### src/rtl/alu_result_stage.sv
// Execute-to-writeback pipeline register: captures the ALU result, resolves the branch
// condition against the sticky carry, and hands off over a valid/ready handshake.
module alu_result_stage #(
  parameter int unsigned WIDTH = 32,
  parameter int unsigned RADDR = 5
) (
  input  logic             clk,
  input  logic             rst,
  input  logic             in_valid,
  output logic             in_ready,
  input  logic [WIDTH-1:0] alu_out,
  input  logic [2:0]       alu_flag,
  input  logic             carry_we,
  input  logic [RADDR-1:0] rd_addr,
  input  logic             rd_we,
  input  logic [2:0]       br_cond,
  input  logic [WIDTH-1:0] br_target,
  output logic             out_valid,
  input  logic             out_ready,
  output logic [WIDTH-1:0] wb_data,
  output logic [RADDR-1:0] wb_addr,
  output logic             wb_en,
  output logic             br_taken,
  output logic [WIDTH-1:0] br_pc,
  output logic             carry_q
);

  typedef enum logic {EMPTY = 1'b0, FULL = 1'b1} state_t;

  state_t state;
  logic   capture;
  logic   br_dec;

  assign out_valid = (state == FULL);
  assign in_ready  = ~out_valid | out_ready;
  assign capture   = in_valid & in_ready;

  // Branch sees carry_q as it stands before this capture, never its own carry_we.
  always_comb begin
    br_dec = 1'b0;
    unique case (br_cond)
      3'd1:    br_dec = 1'b1;
      3'd2:    br_dec = alu_flag[1];
      3'd3:    br_dec = alu_flag[0];
      3'd4:    br_dec = ~alu_flag[0];
      3'd5:    br_dec = carry_q;
      3'd6:    br_dec = ~carry_q;
      default: br_dec = 1'b0;
    endcase
  end

  // wb_en and br_taken are kept pre-qualified so they read 0 whenever the stage is EMPTY.
  always_ff @(posedge clk) begin
    if (rst) begin
      state    <= EMPTY;
      wb_data  <= '0;
      wb_addr  <= '0;
      wb_en    <= 1'b0;
      br_taken <= 1'b0;
      br_pc    <= '0;
      carry_q  <= 1'b0;
    end else if (capture) begin
      state    <= FULL;
      wb_data  <= alu_out;
      wb_addr  <= rd_addr;
      wb_en    <= rd_we;
      br_taken <= br_dec;
      br_pc    <= br_target;
      if (carry_we) carry_q <= alu_flag[2];
    end else if (state == FULL && out_ready) begin
      state    <= EMPTY;
      wb_en    <= 1'b0;
      br_taken <= 1'b0;
    end
  end

endmodule

### config.mk
export PLATFORM = sky130hd
export DESIGN_NAME = alu_result_stage
export DESIGN_NICKNAME = d
export VERILOG_FILES = /design/src/rtl/alu_result_stage.sv
export SDC_FILE = /design/constraint.sdc
export NUM_CORES = 1
export LEC_CHECK = 0
export BUFFER_PORTS_ARGS = -buffer_cell sky130_fd_sc_hd__buf_2
export CORE_AREA = 3 3 89 91
export CTS_CLUSTER_DIAMETER = 30
export DETAILED_ROUTE_END_ITERATION = 6
export DIE_AREA = 0 0 92 94
export GPL_ROUTABILITY_DRIVEN = 0
export GPL_TIMING_DRIVEN = 0
export PLACE_DENSITY = 0.79
export SYNTH_ARGS = -nofsm -noshare
export SYNTH_HDL_FRONTEND = slang
export SYNTH_SLANG_ARGS = --single-unit
export TNS_END_PERCENT = 20
### constraint.sdc
create_clock -name clk -period 2.53 [get_ports clk]
set_input_delay 0.3795 -clock clk [delete_from_list [all_inputs] [get_ports clk]]
set_output_delay 0.3795 -clock clk [all_outputs]
set_load 0.02 [all_outputs]
==> results of run 1 <==
## placed cells by master, fill, tap and decap left out, types with 2 or more instances in the layout
cell / instances
a21oi_1: 72
buf_2: 168
buf_4: 7
clkbuf_1: 15
clkbuf_8: 12
clkinvlp_4: 2
dfxtp_1: 73
nand2_1: 2
nand3_1: 69
o21ai_0: 64
o21ai_1: 6
## worst min-delay path: stages
cell and delay, ns:
buf_2 0.09, nand3_1 0.05, a21oi_1 0.05
## layout make-up
| cell class | instances | share of cell area [%] |
|---|---|---|
| inverters | 3 | 0.3471 |
| repair buffers | 154 | 19.44 |
| clock buffers | 12 | 4.165 |
| flip-flops and latches | 73 | 36.86 |
| well taps | 99 | 3.124 |
| clock inverters | 4 | 1.262 |
| plain buffers | 38 | 4.923 |
| multi-input cells | 227 | 29.88 |
## logic make-up after synthesis
group / after synthesis / synth area share, %
buf+inv: 41 / 7.318
simple gates: 77 / 13.85
flops: 73 / 51.18
mux: 2 / 0.8763
compound gates: 148 / 26.78
## power by group
group,internal [mW],switching (mW)
logic,0.166,0.266
clock network,0.535,0.420
registers,1.22,0.0308
## per-layer routing
metal	share of wire [%]	wire, um	global-route usage, %
met2	49	4333	33.27
met5	0	0	0
met1	44	3850	23.86
met4	1.3	118	7.921
met3	5.7	502	4.407
## cell usage after synthesis
cell type,instances
dfxtp_1,73
a21oi_1,72
nand3_1,69
o21ai_0,64
clkbuf_1,15
buf_2,14
buf_4,7
o21ai_1,6
nand2_1,2
a211oi_1,1
a21o_1,1
a32oi_1,1
buf_6,1
clkbuf_2,1
inv_1,1
inv_2,1
inv_4,1
mux2_4,1
mux2i_1,1
nand2b_1,1
nand4_1,1
nor2_1,1
nor2b_1,1
nor2b_4,1
o22ai_1,1
o31ai_1,1
o41ai_2,1
or2_2,1
## how the worst max path moves through the flow
stage / startpoint / to / slack (ns) / depth (start not counted)
floorplan: out_valid / in_ready / 1.18 / 4
global placement: rst / wb_en / 0.96 / 4
detailed placement: rst / wb_data[29] / 0.90 / 4
global route: out_valid / in_ready / 0.62 / 5
CTS: out_valid / in_ready / 0.69 / 5
finish: out_valid / in_ready / 0.72 / 5
## stage by stage
stage                     hold WS (ns)  area [um2]
after floorplan                 0.5272        2855
after global placement          0.4574        3750
after detailed placement        0.4648        3750
after CTS                       0.2686        3965
after global routing            0.2786        3965
final                           0.2928        3965
## sequential cells by signal (all words and copies together), names as in the netlist
| signal | flops |
|---|---|
| carry_q | 1 |
| br_taken | 1 |
| wb_data | 32 |
| br_pc | 32 |
| out_valid | 1 |
| wb_en | 1 |
| wb_addr | 5 |
==> metrics, run 1 <==
H-tree lvl count 3; latest clock arrival within the worst-skew pair 0.33 ns; Vias/cell 5.128; Setup crit end kind primary output; die height 94 um; Worst-path clk slew 0.08 ns; worst slew pin tran 0.5552 ns; CTS Buffer Depth 2; Hold Path Cell Cnt 3; Worst setup SP type register; fin crit share 71.58%; Final Max Tran Viols 0; cts-stage hold buffer count 0; CP Cell Sequence nor2b_4, buf_6, inv_4, buf_4, buf_2; Crit path largest cell delay 0.37 ns; hold path start rd_addr[2]; Synth Area per Inst 8.373 um2; largest net degree at the start of global routing 13; dpl ws 0.9011 ns; largest cells by area after synthesis dfxtp_1, a21oi_1, nand3_1, o21ai_0, buf_2; grt ovf 0; initial DRC count 93; post-route setup slack 0.7190 ns; First-pass DRT Iterations 5; DP Wirelength 6415 um; Fmax achieved 552.2 MHz; pwr/cell area 664.4 mW/mm2; cells after synthesis 341; Seq/Total Area, Yosys 51.18%; Crit path required time 2.15 ns; Final setup viols 0; port bufs 154; Area Overhead vs Synth 38.87%; max-cap viol count 0; total track usage 19.53%; Yosys top cell by area dfxtp_1; relative slew slack 62.99%; synthesized flop and latch total 73; # nets final 587; layout cells sized above 1 38.94%; worst hold path endpoint wb_addr[2]; Filler cells 727; Die W 92 um; RSZ-0062 raised after global routing no; Setup TNS Final 0 ns; status finished clean; detailed-route wire length 8804 um; vias in the first global route 3025; Mapped Area 0.002855 mm2; number of cells in the finished layout apart from fillers 610; # diodes 0; worst clock skew 0.006705 ns; Post-CTS Setup Bufs 0; Crit Path Class reg -> out; clock tree from TritonCTS done; Hold Vio Cnt, Final 0; origin of the critical flop-to-flop path out_valid; largest delay contributor family on the critical path buffers and inverters; clock sinks 73; setup slack, reg-to-reg 1.25 ns; initial antenna violation count 0; CTS Buf Count 9; Worst EP arrival 1.43 ns; Yosys cell types 28; Net Count, Synth 422; full die area 0.008648 mm2; leakage 1.845 nW; clk root buf clkbuf_8; critical register-to-register path endpoint br_taken; Crit-path slowest cell dfxtp_1; Worst Path Buf+Inv 4; Detail Route Antenna Nets 0; yosys warns 0; total power 2.634 mW; first-pass GRT wire length 13700 um; Avg WL per Cell 14.43 um; worst vdd ir 0.3172 mV; register area 0.001461 mm2; routed vias 3128; # DRC 0; starting density of the core 39.58%; Core ar. 0.007214 mm2; Ports 155; R2R cell count 5; worst min path class in -> reg; post-CTS sizing 0; crit path time final 1.811 ns; CP Max Fanout 10; DP Cell Count 594; utilization after layout 54.96%; num rows 31; area taken by multi-input logic gates 0.001185 mm2; Yosys top cell area share 51.18%
Power figures use the tool's default switching activity.
==> run 2: changes to the inputs <==
--- a/config.mk
+++ b/config.mk
@@ -12,7 +12,7 @@
 export DIE_AREA = 0 0 92 94
 export GPL_ROUTABILITY_DRIVEN = 0
 export GPL_TIMING_DRIVEN = 0
-export PLACE_DENSITY = 0.79
+export PLACE_DENSITY = 0.82
 export SYNTH_ARGS = -nofsm -noshare
 export SYNTH_HDL_FRONTEND = slang
 export SYNTH_SLANG_ARGS = --single-unit
==> constraint.sdc (replaced) <==
create_clock -name clk -period 1.6 [get_ports clk]
set_input_delay 0.24 -clock clk [delete_from_list [all_inputs] [get_ports clk]]
set_output_delay 0.24 -clock clk [all_outputs]
set_load 0.02 [all_outputs]
==> run 2 against run 1 <==
Via count up 1.3%. Combinational power rose by 58%. Clock power grew 83%. Critical path type unchanged. Final cell count shrank 0.16%. Worst setup slack got worse by 0.64 ns. Clock-buffer cell count shrank 1. Global-route usage is 0.055 points higher. Routed wire length grew 0.11%. Non-clock buffer count shrank 1. Clock skew rose by 0.00088 ns. Critical path depth shrank 1. Sequential share of layout area is 0.20 points lower. Largest cell class unchanged.
==> metrics, run 2 (same netlist as run 1, synthesis figures left out) <==
detailed-route wire length 8814 um; Worst EP arrival 1.28 ns; port bufs 154; layer with the highest usage met2; CTS Buf Count 9; largest net degree at the start of global routing 20; latest clock arrival within the worst-skew pair 0.33 ns; RSZ-0062 raised after global routing no; initial antenna violation count 0; routed vias 3169; cts-stage hold buffer count 0; H-tree lvl count 3; worst min path class in -> reg; fin crit share 94.79%; CP Max Fanout 19; starting density of the core 39.58%; layout cells sized above 1 38.82%; utilization after layout 55.31%; initial DRC count 95; Crit Path Class reg -> out; Vias/cell 5.204; Area Overhead vs Synth 39.75%; biggest regs br_pc (32), wb_data (32), wb_addr (5); Filler cells 695; area taken by multi-input logic gates 0.001185 mm2; Final setup viols 0; worst vdd ir 0.5733 mV; Worst setup SP type register; Setup TNS Final 0 ns; post-CTS sizing 1; die height 94 um; # diodes 0; status finished clean; full die area 0.008648 mm2; Core ar. 0.007214 mm2; post-placement cell area 0.003750 mm2; commonest non-fill, non-tap cell in the layout buf_2; most frequent cells in the layout buf_2, a21oi_1, dfxtp_1; Final Max Tran Viols 0; First-pass DRT Iterations 4; # DRC 0; DP Wirelength 6457 um; Avg WL per Cell 14.47 um; total track usage 19.58%; clk root buf clkbuf_8; Worst-path clk slew 0.08 ns; pwr/cell area 1103 mW/mm2; grt met1 use 23.07%; first-pass GRT wire length 13830 um; Ports 155; clock sinks 73; clock tree from TritonCTS done; Post-CTS Setup Bufs 0; met2 Use GR 34.61%; crit path time final 1.517 ns; Hold Vio Cnt, Final 0; Fmax achieved 659.4 MHz; relative slew slack 59.56%; worst clock skew 0.007589 ns; register area 0.001463 mm2; Final Instance Area 0.003990 mm2; met3 global-route usage 4.247%; Setup crit end kind primary output; hold_ws 0.1489 ns; grt ovf 0; Detail Route Antenna Nets 0; worst slew pin tran 0.6066 ns; max-cap viol count 0; Die W 92 um; num rows 31; leakage 1.857 nW; CTS Buffer Depth 2; Crit path required time 1.36 ns; # nets final 586; vias in the first global route 3042
[run 2: cell count changes in the layout (fill, tap and decap cells not counted), sizes merged]
cell,previous run,this run
clkbuf,28,27
buf,176,175
bufinv,1,3
clkinvlp,2,1
[run 2: worst paths after layout]
check	start	to	slack (ns)	cells after the start
worst max-delay path	out_valid	in_ready	0.08	4
worst min-delay path	br_target[6]	br_pc[6]	0.15	3
worst max register to register	out_valid	br_taken	0.30	5
worst min register to register	wb_data[16]	wb_data[16]	0.47	2
[run 2: critical path, cell delays in order, from the launching register on]
cell and delay [ns]:
dfxtp_2 0.34, nor2b_4 0.12, buf_6 0.14, inv_6 0.14, buf_2 0.19
[run 2: routing by layer]
metal / vias up / routed length, um
met5: - / 0
met4: 0 / 161
met3: 15 / 615
met2: 117 / 4391
met1: 1485 / 3645
li1: 1552 / -
[run 2: final cells by class]
class	instances	area share [%]
clock inverter	5	2.571
timing repair buffer	154	19.32
inverter	3	0.4077
clock buffer	11	3.543
buffer	37	4.704
tap	99	3.104
multi-input combinational	227	29.70
sequential	73	36.66
[run 2: per-stage QoR]
step / std cells / setup slack (ns) / power [mW]
4_1_cts: 609 / 0.001218 / 4.437
5_1_grt: 609 / 0.01771 / 4.593
3_3_place_gp: 594 / 0.1373 / 2.680
6_report: 609 / 0.08337 / 4.401
2_1_floorplan: 341 / 0.3196 / 2.409
3_5_place_dp: 594 / 0.06973 / 2.698
[run 2: power by group]
group	switching [mW]	internal, mW
clock	0.668	1.08
sequential	0.0504	1.92
combinational	0.420	0.261
total	1.14	3.26
